**src/rtl/axis_hdr_pkg.sv**
```systemverilog
// axis_hdr_pkg: state encoding and width helper shared by the header-insert arbiter.
package axis_hdr_pkg;
  typedef enum logic [1:0] {IDLE, HDR, PAYLOAD, DRAIN} state_t;
  function automatic int ch_wd(input int n);
    return n > 1 ? $clog2(n) : 1;
  endfunction
endpackage

```
**src/rtl/rr_arbiter.sv**
```systemverilog
// rr_arbiter: combinational round-robin pick, first request searching upward from ptr+1 with wrap.
module rr_arbiter #(
  parameter int N = 4,
  parameter int W = 2
) (
  input  logic [N-1:0] req,
  input  logic [W-1:0] ptr,
  output logic [N-1:0] gnt,
  output logic [W-1:0] idx,
  output logic         any
);
  logic [W:0] c;
  always_comb begin
    gnt = '0;
    idx = '0;
    any = 1'b0;
    c   = '0;
    for (int i = 1; i <= N; i++) begin
      c = {1'b0, ptr} + (W+1)'(i);
      c = c >= (W+1)'(N) ? c - (W+1)'(N) : c;
      if (!any && req[c[W-1:0]]) begin
        any            = 1'b1;
        gnt[c[W-1:0]]  = 1'b1;
        idx            = c[W-1:0];
      end
    end
  end
endmodule

```
**src/rtl/axis_hdr_insert_arbiter.sv**
```systemverilog
// axis_hdr_insert_arbiter: round-robin sharing of one header-insert engine among NUM_CH
// header+payload sources; grant held until the engine's output last beat completes.
module axis_hdr_insert_arbiter
  import axis_hdr_pkg::*;
#(
  parameter int NUM_CH       = 4,
  parameter int DATA_WD      = 32,
  parameter int DATA_BYTE_WD = DATA_WD / 8,
  parameter int BYTE_CNT_WD  = $clog2(DATA_BYTE_WD),
  parameter int CH_WD        = ch_wd(NUM_CH),
  parameter int TIMEOUT_CYC  = 1024
) (
  input  logic                            clk,
  input  logic                            rst_n,
  input  logic [NUM_CH-1:0]               ch_hdr_valid,
  input  logic [NUM_CH*DATA_WD-1:0]       ch_hdr_data,
  input  logic [NUM_CH*DATA_BYTE_WD-1:0]  ch_hdr_keep,
  input  logic [NUM_CH*BYTE_CNT_WD-1:0]   ch_hdr_cnt,
  output logic [NUM_CH-1:0]               ch_hdr_ready,
  input  logic [NUM_CH-1:0]               ch_valid,
  input  logic [NUM_CH-1:0]               ch_last,
  input  logic [NUM_CH*DATA_WD-1:0]       ch_data,
  input  logic [NUM_CH*DATA_BYTE_WD-1:0]  ch_keep,
  output logic [NUM_CH-1:0]               ch_ready,
  output logic                            ins_valid_insert,
  output logic [DATA_WD-1:0]              ins_data_insert,
  output logic [DATA_BYTE_WD-1:0]         ins_keep_insert,
  output logic [BYTE_CNT_WD-1:0]          ins_byte_insert_cnt,
  input  logic                            ins_ready_insert,
  output logic                            ins_valid_in,
  output logic [DATA_WD-1:0]              ins_data_in,
  output logic [DATA_BYTE_WD-1:0]         ins_keep_in,
  output logic                            ins_last_in,
  input  logic                            ins_ready_in,
  input  logic                            mon_valid_out,
  input  logic                            mon_last_out,
  input  logic                            mon_ready_out,
  input  logic                            err_clr,
  output logic [CH_WD-1:0]                grant_ch,
  output logic                            busy,
  output logic                            timeout_err
);
  localparam int CNT_WD = $clog2(TIMEOUT_CYC + 1);
  state_t state, state_nxt;
  logic [CH_WD-1:0]  ptr, win_idx;
  logic [NUM_CH-1:0] win_oh, grant_oh;
  logic              win_any, in_hdr, in_pay, hdr_hs, beat, mon_hs, done, hs, stall;
  logic [CNT_WD-1:0] cnt;

  rr_arbiter #(.N(NUM_CH), .W(CH_WD)) u_rr (
    .req(ch_hdr_valid),
    .ptr(ptr),
    .gnt(win_oh),
    .idx(win_idx),
    .any(win_any)
  );

  assign busy   = state != IDLE;
  assign in_hdr = state == HDR;
  assign in_pay = state == PAYLOAD;

  // Pure muxes off the registered grant: no data is stored, so no latency is added.
  assign ins_valid_insert    = in_hdr && ch_hdr_valid[grant_ch];
  assign ins_data_insert     = in_hdr ? ch_hdr_data[int'(grant_ch)*DATA_WD +: DATA_WD] : '0;
  assign ins_keep_insert     = in_hdr ? ch_hdr_keep[int'(grant_ch)*DATA_BYTE_WD +: DATA_BYTE_WD] : '0;
  assign ins_byte_insert_cnt = in_hdr ? ch_hdr_cnt[int'(grant_ch)*BYTE_CNT_WD +: BYTE_CNT_WD] : '0;
  assign ch_hdr_ready        = in_hdr && ins_ready_insert ? grant_oh : '0;
  assign ins_valid_in        = in_pay && ch_valid[grant_ch];
  assign ins_last_in         = in_pay && ch_last[grant_ch];
  assign ins_data_in         = in_pay ? ch_data[int'(grant_ch)*DATA_WD +: DATA_WD] : '0;
  assign ins_keep_in         = in_pay ? ch_keep[int'(grant_ch)*DATA_BYTE_WD +: DATA_BYTE_WD] : '0;
  assign ch_ready            = in_pay && ins_ready_in ? grant_oh : '0;

  assign hdr_hs = ins_valid_insert && ins_ready_insert;
  assign beat   = ins_valid_in && ins_ready_in;
  assign mon_hs = mon_valid_out && mon_ready_out;
  assign done   = state == DRAIN && mon_hs && mon_last_out;
  assign hs     = hdr_hs || beat || (busy && mon_hs);
  assign stall  = busy && state_nxt == state && !hs;

  always_comb begin
    state_nxt = state;
    unique case (state)
      IDLE:    state_nxt = win_any ? HDR : IDLE;
      HDR:     state_nxt = hdr_hs ? PAYLOAD : HDR;
      PAYLOAD: state_nxt = beat && ins_last_in ? DRAIN : PAYLOAD;
      DRAIN:   state_nxt = done ? IDLE : DRAIN;
      default: state_nxt = IDLE;
    endcase
  end

  // The counter parks at TIMEOUT_CYC so the error fires once per stall and err_clr can stick.
  always_ff @(posedge clk or negedge rst_n) begin
    if (!rst_n) begin
      state       <= IDLE;
      grant_ch    <= '0;
      grant_oh    <= NUM_CH'(1);
      ptr         <= CH_WD'(NUM_CH - 1);
      cnt         <= '0;
      timeout_err <= 1'b0;
    end else begin
      state <= state_nxt;
      if (state == IDLE && win_any) begin
        grant_ch <= win_idx;
        grant_oh <= win_oh;
      end
      if (done) ptr <= grant_ch;
      cnt <= !stall ? '0 : cnt == CNT_WD'(TIMEOUT_CYC) ? cnt : cnt + 1'b1;
      timeout_err <= (stall && cnt == CNT_WD'(TIMEOUT_CYC - 1)) || (timeout_err && !err_clr);
    end
  end
endmodule
```
**config.mk**
```make
export PLATFORM = sky130hd
export DESIGN_NAME = axis_hdr_insert_arbiter
export DESIGN_NICKNAME = d
export VERILOG_FILES = /design/src/rtl/axis_hdr_pkg.sv /design/src/rtl/rr_arbiter.sv /design/src/rtl/axis_hdr_insert_arbiter.sv
export SDC_FILE = /design/constraint.sdc
export NUM_CORES = 1
export LEC_CHECK = 0
export ABC_AREA = 1
export CAP_MARGIN = 5
export CORE_AREA = 2 2 159 161
export DETAILED_ROUTE_END_ITERATION = 7
export DIE_AREA = 0 0 161 163
export PLACE_DENSITY = 0.64
export SLEW_MARGIN = 0
export SYNTH_ARGS = -nofsm -noshare
export SYNTH_HDL_FRONTEND = slang
export SYNTH_SLANG_ARGS = --single-unit
```
**constraint.sdc**
```tcl
create_clock -name clk -period 3.15 [get_ports clk]
set_input_delay 0.7875 -clock clk [delete_from_list [all_inputs] [get_ports clk]]
set_output_delay 0.7875 -clock clk [all_outputs]
set_load 0.02 [all_outputs]
```
[Word level (Yosys, flattened, before mapping)]
Cells that the tools add are included.
Storage, ports and cells
  flip-flop bits (word level): 22
  output and inout bits: 89
  logic and storage cells: 129
  bits of input ports: 316
Operators by class
  add/subtract/negate cells: 9
  reduce and logical (&&, ||, !) cells: 34
  order comparisons: 13
  bitwise gates (word level): 3
  muxes and demuxes: 52
  shift-type cells: 5
  equal/unequal tests: 7
Operator list (number)
  128-bit by 8-bit variable part select with 32-bit output: 2
  32-bit 2-to-1 mux: 2
  4-bit 2-to-1 mux: 8
  16-bit by 5-bit variable part select with 4-bit output: 2
  1-bit logical AND: 24
  11-bit 2-to-1 mux: 2
  2-bit 2-to-1 mux: 11
  1-bit 2-to-1 mux: 17
  2-bit by 3-bit less-than comparator with 1-bit output (second input constant): 5
  1-bit binary-select mux with 2-bit select: 7
  3-bit greater-or-equal comparator (second input constant): 4
  4-bit OR: 3
  11-bit by 1-bit adder with 11-bit output (second input constant): 1
  11-bit by 10-bit == test with 1-bit output (second input constant): 1
  11-bit == test (second input constant): 1
  1-bit demux with 2-bit select: 4
  2-bit by 1-bit greater-or-equal comparator with 1-bit output (second input constant): 4
  2-bit case mux with 4 select lines: 1
  8-bit by 4-bit variable part select with 2-bit output: 1
  2-bit by 1-bit subtractor with 2-bit output (second input constant): 4
  2-bit by 2-bit adder with 3-bit output (second input constant): 2
  1-bit zero test: 5
  2-bit == test (second input constant): 2
  2-bit by 1-bit adder with 3-bit output (second input constant): 1
  other kinds (7): 9

[Depth between registers and ports, before layout]
Gate-level depths: netlist (run 1).
  word-level depth: 22
  depth in mapped cells: 11

[By module]
From an unflattened synthesis (run 1), not the netlist that was laid out.
Unflattened totals
  cells, all modules: 852
  area total of the unflattened synthesis: 4485.6 um^2
By module, submodules not included
  axis_hdr_insert_arbiter: area each 3950.0 um^2, sequential area each 554.3 um^2, instances 1, cells each 771
  rr_arbiter: area each 535.5 um^2, sequential area each 0.0 um^2, instances 1, cells each 81

[Worst setup path after synthesis (run 1)]
No wires, ideal clock.
  path type: register -> output
  from: register grant_ch[0]
  to: output port ins_data_in[25]
  arrival: 1.531 ns
  stages on the path, launching flop included: 8
  path slack: 0.832 ns
  data required time: 2.362 ns
  path buffers: 3
  cell sequence: dfrtp_1 -> buf_4 -> buf_4 -> buf_4 -> nor2_1 -> nor2_1 -> o21ai_0 -> a21oi_1
On the way
  longest elaborated chain between the ends: 2
RTL lines
  from (decl): line axis_hdr_insert_arbiter.sv:39  | output logic [CH_WD-1:0] grant_ch,
  from (signal assigned): line axis_hdr_insert_arbiter.sv:104  | grant_ch <= win_idx;
  128-bit by 8-bit variable part select with 32-bit output: line axis_hdr_insert_arbiter.sv:70  | assign ins_data_in = in_pay ? ch_data[int'(grant_ch)*DATA_WD +: DATA_WD] : '0;
  32-bit 2-to-1 mux: line axis_hdr_insert_arbiter.sv:70
  to (decl): line axis_hdr_insert_arbiter.sv:31  | output logic [DATA_WD-1:0] ins_data_in,
No other way between the ends.

[Worst setup path after layout (run 1)]
  from: input port ch_data[66]
  to: output port ins_data_in[2]
On the way
  longest elaborated chain between the ends: 2
RTL lines
  from (decl): line axis_hdr_insert_arbiter.sv:22  | input logic [NUM_CH*DATA_WD-1:0] ch_data,
  128-bit by 8-bit variable part select with 32-bit output: line axis_hdr_insert_arbiter.sv:70
  32-bit 2-to-1 mux: line axis_hdr_insert_arbiter.sv:70
No other way between the ends.

==> out/qor.yml, run 1 <==
crit_path_cell_trace: "clkdlybuf4s50_1 > nor2_1 > nor2_1 > o21ai_0 > a21oi_1 > clkdlybuf4s50_1"
min_from: "grant_oh[0]"
gp_congestion: 0.872
cp-start-kind: "input port"
crit_slowest_cell: "clkdlybuf4s50_1"
grt_usage_pct: 17.1
leakagePower_nw: 3.88
grt_first_pass_wirelength_um: 35900
crit_family: "buffers and inverters"
hold_viol_final: 0
start_util_pct: 17.5
p_int_w: 0.00277
grt_max_degree: 80
die_w_um: 161
cts_buffer_depth: 2
setup_viol: 0
slowest_delay_ps: 640
rrSetupSlack_ps: 1080
grt_pass1_vias: 6370
worstMarginPinSlew_ps: 531
cts.sinks: 22
power_density_nw_per_um2: 721
wl_per_cell_um: 16.2
synth_area_leaders: "nor2_1, o21ai_0, dfrtp_1"
min_to: "grant_oh[0]"
cts-root-buf: "clkbuf_16"
pre_cts_slack_ps: -37.7
yosysMostFrequentCell: "nor2_1"
hold_class: "flip-flop to flip-flop"
io_pins: 405
crit_buf_inv: 2
pwr-share-clk_pct: 4.6
syn_inst: 832
worst-r2r-cell-count: 10
worst_slack_ps: 17.7
p_comb_share_pct: 87.5
critical_path_class: "input port to output pin"
ir_worst_vdd_uv: 476
cts_tree: "yes"
drt_iter0_drc: 689
netlist_top_cells_count: "nor2_1, o21ai_0, a21oi_1"
wl_um: 24800
syn-num-nets: 1158
crit_path_end_kind: "output pin"
yosysSeqAreaShare_pct: 12.9
worstSkewPairLatency_ps: 250
num_rows: 58
port_buffers: 404
critical_path_required_ps: 2360
grt_overflow: 0
postRouteAntennaNets: 0
synth_flop_cell: "dfrtp_1"
vias: 6848
switching_share_pct: 56.7
cp.arrival_ps: 2340
dp_hpwl_um: 19200
yosys_warnings: 0
r2r_start: "ptr[1]"
die_y_um: 163
synth_top_area_cell: "nor2_1"
syn_area_um2: 4310
outcome: "finished clean"
p_sw_w: 0.00362
diodes: 0
finalClockSkew_ps: 2.10
power.share.sequential_pct: 7.9
final_max_slew_viol_count: 0
antenna_found_initial: 0
fmax_mhz: 319
ys_types: 34
first_pass_iters: 6
reg2reg_to: "grant_oh[2]"
syn_area_per_cell_um2: 5.18
holdPathStages: 2
synthArstFlopShare_pct: 100
clkSlewWorstSetupHoldPaths_ps: 60
finalCriticalPeriod_ps: 3130
setup-tns-final_ps: 0
maxCapViolations: 0
ctsHoldBuffers: 0
relSlewSlack_pct: 64.2
path_max_fanout: 1
dieArea_um2: 26200
min_period_over_period_pct: 99.4
nets: 1526
synth_top_cell_area_share_pct: 29.6
ys_ff_latch: 22
area_growth_syn_to_layout_pct: 106
avgViaCountPerCell: 4.48
synth-edff-count: 0
post_cts_buffers: 0
numCtsBuffers: 3
drc: 0
layout-drive-gt1-share_pct: 6.34
core-area_um2: 24700
htree_levels: 1
repair_timing:
action | CTS | global route
endpoints found under the hold margin | 0 | 0
gates resized for setup | 6 | 27
endpoints found under the setup margin | 6 | 27
metal layers:
layer,vias to the layer above,share of wire [%],global-route usage (%)
met5,-,0,0
met3,24,8.7,3.21
met2,320,46,28.2
met1,3059,44,23.3
li1,3445,-,-
met4,0,1.9,3.57
worst max-delay path by stage:
| stage | cells after the start | start | slack [ps] | to |
|---|---|---|---|---|
| floorplan | 7 | grant_ch[0] | 830 | ins_data_in[25] |
| global placement | 6 | ch_hdr_cnt[0] | -30 | ins_byte_insert_cnt[0] |
| detailed placement | 6 | ch_hdr_cnt[1] | -40 | ins_byte_insert_cnt[1] |
| CTS | 6 | ch_hdr_data[30] | 2 | ins_data_insert[30] |
| global route | 6 | ch_data[20] | -6 | ins_data_in[20] |
| finish | 6 | ch_data[66] | 20 | ins_data_in[2] |
worst min-delay path: cells and delay by family (launching register included):
family           cells  cell delay [ps]
AND/OR/NAND/NOR      2              140
flip-flops           1              370
power by group through the flow:
stage                     combinational [W]  sequential (W)  clock (W)
after floorplan                     0.00339        0.000466          0
after global placement              0.00562        0.000512          0
after detailed placement            0.00563        0.000512          0
after CTS                           0.00563        0.000507   0.000303
after global routing                0.00610        0.000526   0.000316
final                               0.00558        0.000507   0.000294
layout by cell type, fill, tap and decap left out, types with 3 or more instances in the layout:
cell type | netlist | routed
dlymetal6s2s_1 | 0 | 27
clkdlybuf4s50_1 | 0 | 361
buf_12 | 0 | 10
ha_1 | 10 | 10
dfrtp_1 | 19 | 17
nand3_2 | 6 | 6
dfstp_2 | 3 | 3
nor3_1 | 5 | 5
nor3_2 | 4 | 4
nand2_1 | 53 | 53
o21ai_1 | 3 | 3
buf_4 | 11 | 20
a21oi_1 | 78 | 78
nor2_2 | 6 | 6
o21ai_0 | 153 | 153
nor2_1 | 340 | 340
nand3_1 | 27 | 27
nand2_2 | 7 | 7
dlygate4sd2_1 | 0 | 6
xor2_1 | 3 | 3
clkbuf_16 | 0 | 3
nand2_4 | 3 | 3
inv_1 | 29 | 29
nand4_1 | 6 | 6
nor2_4 | 3 | 3
final cells by class:
type / count / area, um2
clock buffers: 4 / 88.8
multi-input cells: 715 / 3310
flip-flops and latches: 22 / 562
inverters: 34 / 138
fillers: 2663 / 15800
repair buffers: 424 / 4350
well taps: 330 / 413
cell families after synthesis:
group,count (synthesis),share of synthesized area (%)
flip-flops,22,12.9
AO/OA/AOI/OAI,241,28.4
XOR/XNOR,3,0.610
buffers and inverters,95,10.5
adder cells (fa/ha/maj),10,2.90
AND/OR/NAND/NOR,461,44.7
sequential cells by signal, summed over array words and instances (netlist names):
register,count
grant_oh,4
cnt,11
state,2
grant_ch,2
timeout_err,1
ptr,2
through the flow:
| stage | power [W] | cell area, um2 | std cells | hold WS [ps] | utilization, % |
|---|---|---|---|---|---|
| floorplan | 0.00386 | 4310 | 832 | 481 | - |
| detailed placement | 0.00614 | 8710 | 1525 | 503 | 35.3 |
| CTS | 0.00644 | 8790 | 1529 | 511 | 35.6 |
| finish | 0.00638 | 8860 | 1529 | 513 | 35.9 |
| global placement | 0.00613 | 8710 | 1525 | 499 | 35.3 |
| global route | 0.00694 | 8860 | 1529 | 556 | 35.9 |
No activity file was read; power rests on OpenSTA's default activity.
==> run 2, diff against run 1 <==
Settings changed: CTS_BUF_LIST set to sky130_fd_sc_hd__clkbuf_8.
==> run 2 against run 1 <==
Against the previous run: maximum frequency up 0.11%; clock-buffer cell count did not move; clock power shrank 29%; power decreased by 1.2%; clock skew barely moved; worst setup slack improved by 3.3 ps; flip-flop and latch count did not move; via count grew 0.32%; worst hold slack gained 3.7 ps; sequential power is essentially flat; die area unchanged; largest power group unchanged.
==> out/qor.yml, run 2 (synthesis results as in run 1) <==
nets: 1526  # unchanged
place_inst: 1525  # unchanged
relSlewSlack_pct: 64.5  # +0.26 points
largest_reg_flops: 11  # unchanged
drc: 0  # unchanged
antenna_found_initial: 0  # unchanged
crit_buf_inv: 2  # unchanged
grt_pass1_vias: 6372  # +0.031%
cts_buffer_depth: 2  # unchanged
numCtsBuffers: 3  # unchanged
cp-start-kind: "input port"
grt_max_degree: 80  # unchanged
dp_hpwl_um: 19200  # unchanged
wl_per_cell_um: 16.2  # +0.19%
cp.arrival_ps: 2340  # about the same
rrSetupSlack_ps: 1070  # about the same
outcome: "finished clean"
finalClockSkew_ps: 2.02  # -0.0814 ps
gp_congestion: 0.872  # unchanged
finalCriticalPeriod_ps: 3130  # -3.35 ps
ctsHoldBuffers: 0  # unchanged
layout-drive-gt1-share_pct: 6.34  # unchanged
hold_class: "flip-flop to flip-flop"
critical_path_class: "input port to output pin"
leakagePower_nw: 3.87  # -0.40%
diodes: 0  # unchanged
slowest_delay_ps: 640  # about the same
r2r_start: "ptr[1]"
whs_ps: 517  # +3.70 ps
ir_worst_vdd_uv: 476  # about the same
setup_viol: 0  # unchanged
grt_overflow: 0  # unchanged
port_buffers: 404  # unchanged
final_max_slew_viol_count: 0  # unchanged
layout_common_cells: "clkdlybuf4s50_1, nor2_1, o21ai_0"
gr-usage-met1_pct: 23.2  # -0.046 points
fmax_mhz: 320  # +0.11%
crit_path_cell_trace: "clkdlybuf4s50_1 > nor2_1 > nor2_1 > o21ai_0 > a21oi_1 > clkdlybuf4s50_1"
area_growth_syn_to_layout_pct: 105
min_to: "grant_oh[0]"
core-area_um2: 24700  # unchanged
avgViaCountPerCell: 4.49  # +0.32%
maxCapViolations: 0  # unchanged
num_rows: 58  # unchanged
grt_busiest_layer: "met2"
grt_util_met3_pct: 3.21  # unchanged
grt_first_pass_wirelength_um: 35900  # about the same
min_period_over_period_pct: 99.3  # -0.11 points
layout_commonest_cell: "clkdlybuf4s50_1"
reg2reg_to: "grant_oh[2]"
clkSlewWorstSetupHoldPaths_ps: 80  # +20 ps
min_from: "grant_oh[0]"
dieArea_um2: 26200  # unchanged
top_regs: "cnt: 11 flops, grant_oh: 4 flops"
worst-r2r-cell-count: 10  # unchanged
io_pins: 405  # unchanged
crit_path_end_kind: "output pin"
post_cts_buffers: 0  # unchanged
path_max_fanout: 1  # unchanged
final_cells: 1529  # unchanged
holdPathStages: 2  # unchanged
met2_usage_pct: 28.2  # +0.039 points
largest_register: "cnt"
power_density_nw_per_um2: 715  # -0.78%
postRouteAntennaNets: 0  # unchanged
wl_um: 24800  # +0.19%
critical_path_required_ps: 2360  # about the same
worstSkewPairLatency_ps: 270  # +20 ps
start_util_pct: 17.5  # unchanged
htree_levels: 1  # unchanged
die_w_um: 161  # unchanged
die_y_um: 163  # unchanged
crit_slowest_cell: "clkdlybuf4s50_1"
first_pass_iters: 5  # -1
cts-root-buf: "clkbuf_8"
postLayoutCoreUtil_pct: 35.8  # -0.14 points
grt_usage_pct: 17.1  # -0.022 points
worstMarginPinSlew_ps: 527  # -3.87 ps
cts_tree: "yes"
setup-tns-final_ps: 0  # unchanged
crit_family: "buffers and inverters"
cts.sinks: 22  # unchanged
drt_iter0_drc: 651  # -5.5%
hold_viol_final: 0  # unchanged
vias: 6870  # +0.32%
[run 2: cell types whose count changed in the layout (fill, tap and decap cells not counted)]
cell       previous run  this run
clkbuf_16             3         0
clkbuf_8              1         4
[run 2: metal layers]
layer | vias up | wire [um]
met5 | - | 0
met4 | 0 | 502
met3 | 27 | 2010
met2 | 306 | 11200
met1 | 3095 | 11100
li1 | 3442 | -
[run 2: final cells by class]
class | instances | area, um2
Clock buffer | 4 | 55.1
Tap cell | 330 | 413
Multi-Input combinational cell | 715 | 3310
Sequential cell | 22 | 562
Timing Repair Buffer | 424 | 4350
Inverter | 34 | 138
Fill cell | 2668 | 15800
[run 2: repair_timing]
action	4_1_cts	5_1_grt
endpoints found under the setup margin	6	27
gates cloned	0	0
resized for setup	6	27
[run 2: report_power, final]
part           internal [W]  leakage, nW  total [W]  switching (W)
Sequential         0.000389        0.276   0.000507       0.000118
Clock              0.000112       0.0288   0.000210      0.0000988
Combinational       0.00218         3.56    0.00559        0.00341
[run 2: worst max-delay path by stage]
| stage | to | from | slack (ps) | cells after the start |
|---|---|---|---|---|
| finish | ins_data_in[2] | ch_data[66] | 20 | 6 |
| global route | ins_data_in[20] | ch_data[20] | -6 | 6 |
| CTS | ins_data_insert[30] | ch_hdr_data[30] | 2 | 6 |
| detailed placement | ins_byte_insert_cnt[1] | ch_hdr_cnt[1] | -40 | 6 |
| global placement | ins_byte_insert_cnt[0] | ch_hdr_cnt[0] | -30 | 6 |
| floorplan | ins_data_in[25] | grant_ch[0] | 830 | 7 |
[run 2: stage by stage]
step	setup WS, ps	total power [W]	instance area [um2]
5_1_grt	-6.05	0.00685	8830
4_1_cts	1.89	0.00635	8760
3_5_place_dp	-37.7	0.00614	8710
2_1_floorplan	832	0.00386	4310
6_report	21.0	0.00631	8830
3_3_place_gp	-28.5	0.00613	8710
[run 2: worst register-to-register path: cells and delay by family (launching register included)]
family,cells,cell delay [ps]
buffers and inverters,2,280
DFF,1,660
adders and majority gates,1,380
and+or+nand+nor,7,700
